## src/rtl/axi_burst_master.sv

```systemverilog
// rtl/axi_burst_master.sv - single-outstanding AXI4 INCR burst master fed by command and beat streams
module axi_burst_master #(
    parameter int DATA_WIDTH = 32,
    parameter int ADDR_WIDTH = 16,
    parameter int STRB_WIDTH = DATA_WIDTH / 8,
    parameter int ID_WIDTH   = 8,
    parameter int AXI_ID     = 0
) (
    input  logic                  clk,
    input  logic                  rst,
    input  logic                  cmd_valid,
    output logic                  cmd_ready,
    input  logic                  cmd_write,
    input  logic [ADDR_WIDTH-1:0] cmd_addr,
    input  logic [7:0]            cmd_len,
    input  logic [DATA_WIDTH-1:0] wr_data,
    input  logic [STRB_WIDTH-1:0] wr_strb,
    input  logic                  wr_valid,
    output logic                  wr_ready,
    output logic [DATA_WIDTH-1:0] rd_data,
    output logic                  rd_last,
    output logic                  rd_valid,
    input  logic                  rd_ready,
    output logic                  done,
    output logic                  done_write,
    output logic [1:0]            done_resp,
    output logic [ID_WIDTH-1:0]   m_axi_awid,
    output logic [ADDR_WIDTH-1:0] m_axi_awaddr,
    output logic [7:0]            m_axi_awlen,
    output logic [2:0]            m_axi_awsize,
    output logic [1:0]            m_axi_awburst,
    output logic                  m_axi_awlock,
    output logic [3:0]            m_axi_awcache,
    output logic [2:0]            m_axi_awprot,
    output logic                  m_axi_awvalid,
    input  logic                  m_axi_awready,
    output logic [DATA_WIDTH-1:0] m_axi_wdata,
    output logic [STRB_WIDTH-1:0] m_axi_wstrb,
    output logic                  m_axi_wlast,
    output logic                  m_axi_wvalid,
    input  logic                  m_axi_wready,
    input  logic [ID_WIDTH-1:0]   m_axi_bid,
    input  logic [1:0]            m_axi_bresp,
    input  logic                  m_axi_bvalid,
    output logic                  m_axi_bready,
    output logic [ID_WIDTH-1:0]   m_axi_arid,
    output logic [ADDR_WIDTH-1:0] m_axi_araddr,
    output logic [7:0]            m_axi_arlen,
    output logic [2:0]            m_axi_arsize,
    output logic [1:0]            m_axi_arburst,
    output logic                  m_axi_arlock,
    output logic [3:0]            m_axi_arcache,
    output logic [2:0]            m_axi_arprot,
    output logic                  m_axi_arvalid,
    input  logic                  m_axi_arready,
    input  logic [ID_WIDTH-1:0]   m_axi_rid,
    input  logic [DATA_WIDTH-1:0] m_axi_rdata,
    input  logic [1:0]            m_axi_rresp,
    input  logic                  m_axi_rlast,
    input  logic                  m_axi_rvalid,
    output logic                  m_axi_rready
);
    localparam int SIZE = $clog2(STRB_WIDTH);

    typedef enum logic [2:0] {
        S_IDLE, S_AW, S_W, S_B, S_AR, S_R, S_DONE
    } state_t;

    state_t                state, state_next;
    logic [ADDR_WIDTH-1:0] addr_q;
    logic [7:0]            len_q;
    logic                  write_q;
    logic [7:0]            beat_cnt;
    logic [1:0]            resp_q;

    logic [ADDR_WIDTH-1:0] cmd_addr_al;
    logic [23:0]           span_end;
    logic                  crosses_4k;
    logic                  at_last;
    logic                  unused_ids;

    // IDs are constant and a single outstanding burst means responses need no matching
    assign unused_ids = ^{m_axi_bid, m_axi_rid};

    // Beat-align the start address and check whether the burst would run past the 4 KB page
    assign cmd_addr_al = cmd_addr & ~ADDR_WIDTH'(STRB_WIDTH - 1);
    assign span_end    = 24'(cmd_addr_al[11:0]) + (24'({1'b0, cmd_len} + 9'd1) << SIZE);
    assign crosses_4k  = span_end > 24'd4096;
    assign at_last     = (beat_cnt == len_q);

    assign m_axi_awid    = ID_WIDTH'(AXI_ID);
    assign m_axi_awaddr  = addr_q;
    assign m_axi_awlen   = len_q;
    assign m_axi_awsize  = 3'(SIZE);
    assign m_axi_awburst = 2'b01;
    assign m_axi_awlock  = 1'b0;
    assign m_axi_awcache = 4'b0011;
    assign m_axi_awprot  = 3'b000;
    assign m_axi_arid    = ID_WIDTH'(AXI_ID);
    assign m_axi_araddr  = addr_q;
    assign m_axi_arlen   = len_q;
    assign m_axi_arsize  = 3'(SIZE);
    assign m_axi_arburst = 2'b01;
    assign m_axi_arlock  = 1'b0;
    assign m_axi_arcache = 4'b0011;
    assign m_axi_arprot  = 3'b000;
    assign m_axi_wdata   = wr_data;
    assign m_axi_wstrb   = wr_strb;
    assign rd_data       = m_axi_rdata;
    assign done_write    = write_q;
    assign done_resp     = resp_q;

    // State register plus command latch, beat counting and status capture
    always_ff @(posedge clk or posedge rst) begin
        if (rst) begin
            state    <= S_IDLE;
            addr_q   <= '0;
            len_q    <= '0;
            write_q  <= 1'b0;
            beat_cnt <= '0;
            resp_q   <= 2'b00;
        end else begin
            state <= state_next;
            case (state)
                S_IDLE: begin
                    if (cmd_valid) begin
                        addr_q  <= cmd_addr_al;
                        len_q   <= cmd_len;
                        write_q <= cmd_write;
                        resp_q  <= crosses_4k ? 2'b01 : 2'b00;
                    end
                end
                S_AW: if (m_axi_awready) beat_cnt <= '0;
                S_AR: if (m_axi_arready) beat_cnt <= '0;
                S_W:  if (wr_valid && m_axi_wready) beat_cnt <= beat_cnt + 8'd1;
                S_B:  if (m_axi_bvalid) resp_q <= m_axi_bresp;
                S_R: begin
                    if (m_axi_rvalid && rd_ready) begin
                        beat_cnt <= beat_cnt + 8'd1;
                        // A framing error outranks any slave status; otherwise keep the first error seen
                        if (m_axi_rlast != at_last) begin
                            resp_q <= 2'b01;
                        end else if (resp_q == 2'b00) begin
                            resp_q <= m_axi_rresp;
                        end
                    end
                end
                default: ;
            endcase
        end
    end

    // Next-state and handshake decode; data channels are pure pass-through in W and R
    always_comb begin
        state_next    = state;
        cmd_ready     = 1'b0;
        m_axi_awvalid = 1'b0;
        m_axi_arvalid = 1'b0;
        m_axi_wvalid  = 1'b0;
        m_axi_wlast   = 1'b0;
        wr_ready      = 1'b0;
        m_axi_bready  = 1'b0;
        m_axi_rready  = 1'b0;
        rd_valid      = 1'b0;
        rd_last       = 1'b0;
        done          = 1'b0;
        case (state)
            S_IDLE: begin
                cmd_ready = 1'b1;
                if (cmd_valid) begin
                    if (crosses_4k)     state_next = S_DONE;
                    else if (cmd_write) state_next = S_AW;
                    else                state_next = S_AR;
                end
            end
            S_AW: begin
                m_axi_awvalid = 1'b1;
                if (m_axi_awready) state_next = S_W;
            end
            S_W: begin
                m_axi_wvalid = wr_valid;
                wr_ready     = m_axi_wready;
                m_axi_wlast  = at_last;
                if (wr_valid && m_axi_wready && at_last) state_next = S_B;
            end
            S_B: begin
                m_axi_bready = 1'b1;
                if (m_axi_bvalid) state_next = S_DONE;
            end
            S_AR: begin
                m_axi_arvalid = 1'b1;
                if (m_axi_arready) state_next = S_R;
            end
            S_R: begin
                rd_valid     = m_axi_rvalid;
                m_axi_rready = rd_ready;
                rd_last      = at_last;
                if (m_axi_rvalid && rd_ready && (at_last || m_axi_rlast)) state_next = S_DONE;
            end
            S_DONE: begin
                done       = 1'b1;
                state_next = S_IDLE;
            end
            default: state_next = S_IDLE;
        endcase
    end
endmodule

```

## config.mk

```make
export PLATFORM = sky130hd
export DESIGN_NAME = axi_burst_master
export DESIGN_NICKNAME = d
export VERILOG_FILES = /design/src/rtl/axi_burst_master.sv
export SDC_FILE = /design/constraint.sdc
export NUM_CORES = 1
export LEC_CHECK = 0
export CAP_MARGIN = 20
export CORE_AREA = 2 2 115 117
export CTS_BUF_LIST = sky130_fd_sc_hd__clkbuf_4
export DETAILED_ROUTE_END_ITERATION = 16
export DIE_AREA = 0 0 117 119
export GPL_ROUTABILITY_DRIVEN = 0
export GPL_TIMING_DRIVEN = 0
export PLACE_DENSITY = 0.74
export SLEW_MARGIN = 30
export SYNTH_ARGS = -nofsm -noshare
export SYNTH_HDL_FRONTEND = slang
export SYNTH_SLANG_ARGS = --single-unit
```

## constraint.sdc

```tcl
create_clock -name clk -period 3.25 [get_ports clk]
set_clock_uncertainty 0.2 [all_clocks]
set_input_delay 0.65 -clock clk [delete_from_list [all_inputs] [get_ports clk]]
set_output_delay 0.65 -clock clk [all_outputs]
set_load 0.03 [all_outputs]
```

Word-level counts from Yosys, hierarchy flattened
Index checks and enable logic that the tools add are counted.

$add $sub $neg: 3. Equal/unequal tests: 17. Magnitude comparators: 1. Reductions and logical operators: 13. Muxes and demuxes: 32.

Operators with widths (count): 8-bit 2-to-1 mux (4); 8-bit case mux with 4 select lines (1); 3-bit 2-to-1 mux (8); 3-bit case mux with 6 select lines (1); 2-bit != test, second input constant (8); 12-bit by 11-bit adder with 13-bit output (1); 13-bit greater-than comparator, second input constant (1); 1-bit 2-to-1 mux (12); 2-bit 2-to-1 mux (5); 5-bit AND reduction (2); 8-bit by 1-bit adder with 9-bit output, second input constant (1); 3-bit == test, second input constant (3); 8-bit by 1-bit adder with 8-bit output, second input constant (1); 8-bit == test (1); 3-bit by 2-bit == test with 1-bit output, second input constant (2); 2-bit case mux with 3 select lines (1); 6-bit AND reduction (1); 1-bit logical AND (4); 4-bit nonzero test (1); 3-bit by 1-bit == test with 1-bit output, second input constant (1); 3-bit zero test (1); 3-bit != test, second input constant (1); 3-bit nonzero test (1); 2-bit zero test (1); 3 further kinds (3).

Flip-flop bits (word level): 36. Input bits: 124. Output and inout bits: 172. Word-level logic and storage cells: 72.

Longest topological paths before layout
Gate-level depths: netlist (run 1).

Depth in word-level cells: 6. Gate-level depth with buffers: 11.

Worst setup path before layout (run 1)
No wires, ideal clock.

Path type: input -> register. From: in cmd_len[0]. To: reg state[1]. Data arrival time: 2.759 ns. Path buffers: 0. Cell stages on the path: 8. Required time: 2.923 ns. Path slack: 0.164 ns. Cells stage by stage: ha_1 fa_1 and3_4 or3_1 a2111oi_2 o2111ai_1 a211oi_2 o31ai_1.

Cells in the longest elaborated chain, start to end: 6.

RTL lines: start: declaration (line 15) `input logic [7:0] cmd_len,`; 8-bit by 1-bit adder with 9-bit output (line 87) `assign span_end = 24'(cmd_addr_al[11:0]) + (24'({1'b0, cmd_len} + 9'd1) << SIZE);`; 12-bit by 11-bit adder with 13-bit output (line 87); 13-bit greater-than comparator (line 88) `assign crosses_4k = span_end > 24'd4096;`; 3-bit 2-to-1 mux (line 171) `if (crosses_4k) state_next = S_DONE;`; 3-bit 2-to-1 mux (line 170) `if (cmd_valid) begin`; 3-bit case mux with 6 select lines (line 167) `case (state)`; end signal: assignment (line 123) `state <= state_next;`; end: declaration (line 69) `state_t state, state_next;`.

No other way between the ends. The select of a mux whose other input is x is not followed. A chain may end at the register's enable or synchronous reset.

Worst setup path after layout (run 1)
From: in cmd_addr[2]. To: reg state[1].

Cells in the longest elaborated chain, start to end: 5.

RTL lines: start: declaration (line 14) `input logic [ADDR_WIDTH-1:0] cmd_addr,`; 12-bit by 11-bit adder with 13-bit output (line 87); 13-bit greater-than comparator (line 88); 3-bit 2-to-1 mux (line 171); 3-bit 2-to-1 mux (line 170); 3-bit case mux with 6 select lines (line 167).

No other way between the ends. The select of a mux whose other input is x is not followed.

==> results of run 1 <==
## area by class of cell
cell class | count | area, µm²
Clock inverter | 3 | 42.54
Inverter | 9 | 33.78
Buffer | 147 | 1070
Multi-Input combinational cell | 251 | 1745
Sequential cell | 36 | 900.9
Clock buffer | 5 | 37.54
Fill cell | 1263 | 7156
Tap cell | 176 | 220.2
Timing Repair Buffer | 166 | 1669
## sequential cells by signal (all words and copies together) (netlist names)
name	cells
m_axi_araddr	14
beat_cnt	8
m_axi_arlen	8
state	3
done_resp	2
done_write	1
## power by group through the flow
stage                     clock network, W  registers [W]  logic (W)
after floorplan                          0        0.00109    0.00155
after global placement                   0       0.000819    0.00279
after detailed placement                 0       0.000825    0.00285
after CTS                         0.000357       0.000816    0.00287
after global routing              0.000373       0.000848    0.00303
final                             0.000342       0.000813    0.00286
## per-stage QoR
step                cells  setup TNS [ns]  cell area (µm²)
finish                793               0             5719
global route          793               0             5719
CTS                   793               0             5708
detailed placement    783          -2.437             5565
global placement      782          -2.276             5538
floorplan             443               0             3686
## path summary, 6_finish.rpt
| kind | end | cells past startpoint | start |
|---|---|---|---|
| worst min register to register | beat_cnt[7] | 1 | beat_cnt[7] |
| worst max-delay path | state[1] | 9 | cmd_addr[2] |
| min in group asynchronous | state[1] | 2 | rst |
| worst max register to register | done_resp[0] | 9 | beat_cnt[2] |
| max in group asynchronous | beat_cnt[4] | 3 | rst |
| worst min-delay path | beat_cnt[7] | 1 | beat_cnt[7] |
## logic make-up (layout without fill, tap and decap cells)
| group | after synthesis | in the layout | share of synthesized area [%] |
|---|---|---|---|
| buffers and inverters | 156 | 330 | 31.34 |
| other | 2 | 46 | 0.2133 |
| flip-flops | 36 | 36 | 25.59 |
| XOR/XNOR | 17 | 17 | 4.229 |
| AO/OA/AOI/OAI | 55 | 55 | 11.34 |
| AND/OR/NAND/NOR | 92 | 92 | 13.54 |
| adder cells (fa/ha/maj) | 15 | 15 | 5.544 |
| multiplexers | 26 | 26 | 8.209 |
## synth_stat cells, types with 2 or more instances
library cell,instances
buf_4,136
dfrtp_1,36
mux2_2,23
nor2_1,19
nand2_1,18
o21ai_0,16
ha_1,14
xor2_1,13
and3_1,10
nand3_1,10
inv_1,9
a21oi_1,8
nor3_1,7
buf_2,6
and2_1,5
clkbuf_1,5
nand2b_1,5
o31ai_1,5
nor4_1,4
xnor2_1,4
a211oi_1,3
a21o_1,3
mux2i_1,3
nor2b_1,3
nor3b_1,3
conb_1,2
o2111ai_1,2
o21a_1,2
or2_2,2
## metal layers
metal / wire length (µm) / up-vias / share of wire, %
li1: - / 1607 / -
met1: 3933 / 1567 / 38
met2: 5550 / 184 / 53
met3: 902 / 11 / 8.6
met4: 75 / 0 / 0.72
met5: 0 / - / 0
## repair_timing
item,CTS,global route
setup buffers,2,0
endpoints found under the setup margin,6,4
gates resized for setup,11,8
pin swaps,3,2
==> out/metrics.yaml, run 1 <==
power_and_ir_drop:
  p_leak_nw: 2.699
  swShare_pct: 47.54
  powerDensity_mw_per_mm2: 701.8
  p_comb_share_pct: 71.2
  fin_total_pwr_w: 0.004014
  clkPwrFrac_pct: 8.5
  internal-power_w: 0.002106
  power_switching_w: 0.001908
  seq_power_share_pct: 20.2
  vdd.ir_drop.worst_uv: 595.8
global_route:
  met3_usage_pct: 3.155
  gr-total-overflow: 0
  grt_pass1_wl_um: 15680
  met2_usage_pct: 26.91
  grt-busiest-layer: "met2"
  grt_pass1_vias: 3234
  grt_use_total_pct: 14.27
  antenna_found_initial: 0
  met1_usage_pct: 15.99
  grt_max_degree: 20
synthesis:
  synth_area_mm2: 0.003521
  synth_top_cells_by_area: "buf_4 (29%), dfrtp_1 (26%), mux2_2 (7.4%)"
  synth_top_area_share_pct: 29.00
  synth_top_area_cell: "buf_4"
  synth_cell_types: 52
  syn_area_per_cell_um2: 8.824
  ys_seq_elements: 36
  synth-edff-count: 0
  synthCells: 399
  synth_top_flop_cell: "dfrtp_1"
  yosysSeqAreaShare_pct: 25.59
  yosysWarnings: 0
  ys_async_sr_fraction_pct: 100.0
die:
  core_mm2: 0.01287
  initial_core_util_pct: 27.35
  rows: 42
  die_w_um: 117
  fp.dieH_um: 119
  die_area_mm2: 0.01392
  num_io_pins: 296
detailed_routing:
  wirelength_um: 10460
  wire_per_inst_um: 13.19
  vias_per_cell: 4.248
  drtAntennaViolNets: 0
  drt-pass1-iter-count: 4
  dr.first_iter.drc_count: 291
  drc_errors: 0
  via_count: 3369
final_layout:
  syn_to_final_growth_pct: 62.44
  final_cell_mix: "clkdlybuf4s50_1 (156), buf_4 (138), conb_1 (46), dfrtp_1 (36), mux2_2 (23)"
  insertedDiodeCount: 0
  drive_gt1_share_pct: 31.44
  final_util_pct: 44.42
  final_common_cell: "clkdlybuf4s50_1"
  layout.nets: 755
sta:
  worst_hold_slack_ns: 0.3142
  timing.final.ws_setup_ns: 0.03115
  rsz0062_at_grt: "no"
  fmax_mhz: 310.7
  setup_viol: 0
  hold_viol: 0
  period_share_pct: 99.04
  min_period_ns: 3.219
  report.final.slew_viol_count: 0
worst_setup_path:
  cp_top_family: "compound AO/OA/AOI/OAI gates"
  regToRegSetupSlack_ns: 0.58
  cp_slowest_cell: "clkdlybuf4s50_1"
  path_cells: "clkdlybuf4s50_1, ha_2, fa_2, and3_4, or3_1, a2111oi_4, o2111ai_2, a211oi_2, o31ai_1"
  path_buf_inv: 1
  worstSetupPathType: "primary input to flip-flop"
  cp-end-kind: "flip-flop"
  crit_fanout: 3
  critPathLaunchType: "primary input"
  cp.arrival_ns: 3.28
  cpPeakStageDelay_ns: 0.46
  required_ns: 3.31
clock_network:
  htreeDepth: 2
  cts_tree: "built"
  clk_latency_ns: 0.36
  cts_hold_buf: 0
  clkTransAtPathRegs_ns: 0.13
  cts.sinks: 36
  clockBufferDepth: 2
  root_buffer: "clkbuf_4"
  cts-buffers-inserted: 5
placement:
  dp_hpwl_um: 8737
  place_ws_ns: -0.6708
  portBuffers: 163
min_path:
  hold_path.class: "flip-flop to flip-flop"
run_status:
  outcome: "complete, no violations"
flow_run:
  maxCapViolations: 0
Note: power is estimated with default switching activity, not from simulation.
==> inputs of run 2 (changes only) <==
CORE_AREA = 2 2 114 116   (was 2 2 115 117)
DIE_AREA = 0 0 116 118   (was 0 0 117 119)
DONT_BUFFER_PORTS = 1   (was not set)
PLACE_DENSITY = 0.45   (was 0.74)
==> out/metrics.yaml, run 2 (synthesis results as in run 1) <==
sta:
  tightestPinTransition_ns: 0.9337
  fmax_mhz: 328.5
  min_period_ns: 3.044
  slew-limit-headroom_pct: 37.27
  rsz0062_at_grt: "no"
  period_share_pct: 93.65
  report.final.slew_viol_count: 0
  hold_viol: 0
  setup_viol: 0
  finalSetupTns_ns: 0
  worst_hold_slack_ns: 0.2556
global_route:
  gr-total-overflow: 0
  grt_max_degree: 20
  grt_pass1_vias: 2459
  antenna_found_initial: 0
  grt_pass1_wl_um: 13000
  grt_use_total_pct: 12.02
detailed_routing:
  vias_per_cell: 4.270
  drtAntennaViolNets: 0
  drt-pass1-iter-count: 4
  via_count: 2669
  drc_errors: 0
  dr.first_iter.drc_count: 71
  wirelength_um: 8930
  wire_per_inst_um: 14.29
die:
  initial_core_util_pct: 28.36
  die_w_um: 116
  num_io_pins: 296
  rows: 41
  fp.dieH_um: 118
  core_mm2: 0.01241
  die_area_mm2: 0.01369
worst_setup_path:
  cp-end-kind: "flip-flop"
  worstSetupPathType: "primary input to flip-flop"
  cpPeakStageDelay_ns: 0.44
  cp_slowest_cell: "fa_1"
  setup.worst_path.start: "cmd_len[0]"
  r2r_start: "m_axi_arlen[3]"
  path_cells: "ha_1, fa_1, and3_4, or3_1, a2111oi_2, o2111ai_1, a211oi_2, o31ai_1"
  critPathLaunchType: "primary input"
  required_ns: 3.27
  crit_fanout: 5
  cp.arrival_ns: 3.06
flow_run:
  maxCapViolations: 0
run_status:
  outcome: "complete, no violations"
power_and_ir_drop:
  swShare_pct: 55.57
  p_comb_share_pct: 55.5
  p_leak_nw: 2.014
  fin_total_pwr_w: 0.003136
  power_switching_w: 0.001743
  clkPwrFrac_pct: 8.0
  powerDensity_mw_per_mm2: 784.0
  seq_power_share_pct: 36.4
  vdd.ir_drop.worst_uv: 531.0
  internal-power_w: 0.001393
clock_network:
  clockBufferDepth: 2
  clk_latency_ns: 0.35
  htreeDepth: 2
  cts-buffers-inserted: 5
  root_buffer: "clkbuf_4"
  cts.sinks: 36
  clkTransAtPathRegs_ns: 0.11
  cts_tree: "built"
final_layout:
  final_common_cell: "buf_4"
  drive_gt1_share_pct: 40.62
  insertedDiodeCount: 0
  largest_reg_flops: 14
  layout.nets: 591
  final_cell_mix: "buf_4 (136), conb_1 (46), dfrtp_1 (36), mux2_2 (23), nor2_1 (19)"
  syn_to_final_growth_pct: 13.61
placement:
  portBuffers: 0
  dp_hpwl_um: 7727
min_path:
  hold_path.class: "primary input to flip-flop"
  min_from: "cmd_addr[12]"
[run 2: changes by cell type in the layout (fill, tap and decap cells not counted), moves of 2 or more]
cell and change:
clkdlybuf4s50_1 -156, dlygate4sd2_1 -4, buf_4 -2, dlymetal6s2s_1 -2
ha_1 +2
[run 2: final timing paths]
kind | end | slack [ns] | cells past startpoint
setup / recovery | state[1] | 0.21 | 8
hold / removal | m_axi_araddr[12] | 0.26 | 1
setup reg to reg | done_resp[0] | 0.47 | 9
hold reg to reg | beat_cnt[7] | 0.31 | 1
max in group asynchronous | m_axi_araddr[7] | 1.83 | 3
min in group asynchronous | beat_cnt[4] | 0.55 | 2
[run 2: layout make-up]
class	count	area, µm²
clock inverter	2	11.26
timing repair buffer	2	37.54
tap	172	215.2
buffer	147	1070
fill	1349	8414
inverter	9	33.78
clock buffer	6	45.04
sequential	36	900.9
multi-input combinational	251	1687
[run 2: worst max-delay path, delay by kind of cell]
kind / cells / cell delay [ns]
compound gates: 4 / 1.12
simple gates: 2 / 0.54
fa+ha+maj: 2 / 0.75
[run 2: power groups by stage]
stage	clock, W	combinational, W	sequential, W
3_3_place_gp	0	0.00174	0.00116
6_report	0.000251	0.00174	0.00114
5_1_grt	0.000283	0.00188	0.00118
4_1_cts	0.000265	0.00175	0.00116
2_1_floorplan	0	0.00155	0.00109
3_5_place_dp	0	0.00175	0.00117
[run 2: metrics by stage]
| stage | std cells | cell area (µm²) | utilization [%] | setup WS (ns) |
|---|---|---|---|---|
| global route | 625 | 4000 | 32.22 | 0.1180 |
| CTS | 625 | 4000 | 32.22 | 0.1365 |
| global placement | 615 | 3901 | 31.43 | -0.1052 |
| floorplan | 443 | 3686 | - | 0.1645 |
| finish | 625 | 4000 | 32.22 | 0.2063 |
| detailed placement | 616 | 3934 | 31.69 | -0.1190 |
[run 2: what timing repair did]
item	CTS	global route
gates resized for setup	0	0
buffers inserted	0	0
hold buffers	1	0
hold endpoints to repair	12	0
[run 2: per-layer routing]
metal  GRT usage, %  vias to the layer above  routed length, µm
li1               -                     1277                  -
met1          13.28                     1219               3409
met2          21.78                      169               4415
met3          5.046                        4               1077
met4          1.563                        0                 28
met5              0                        -                  0
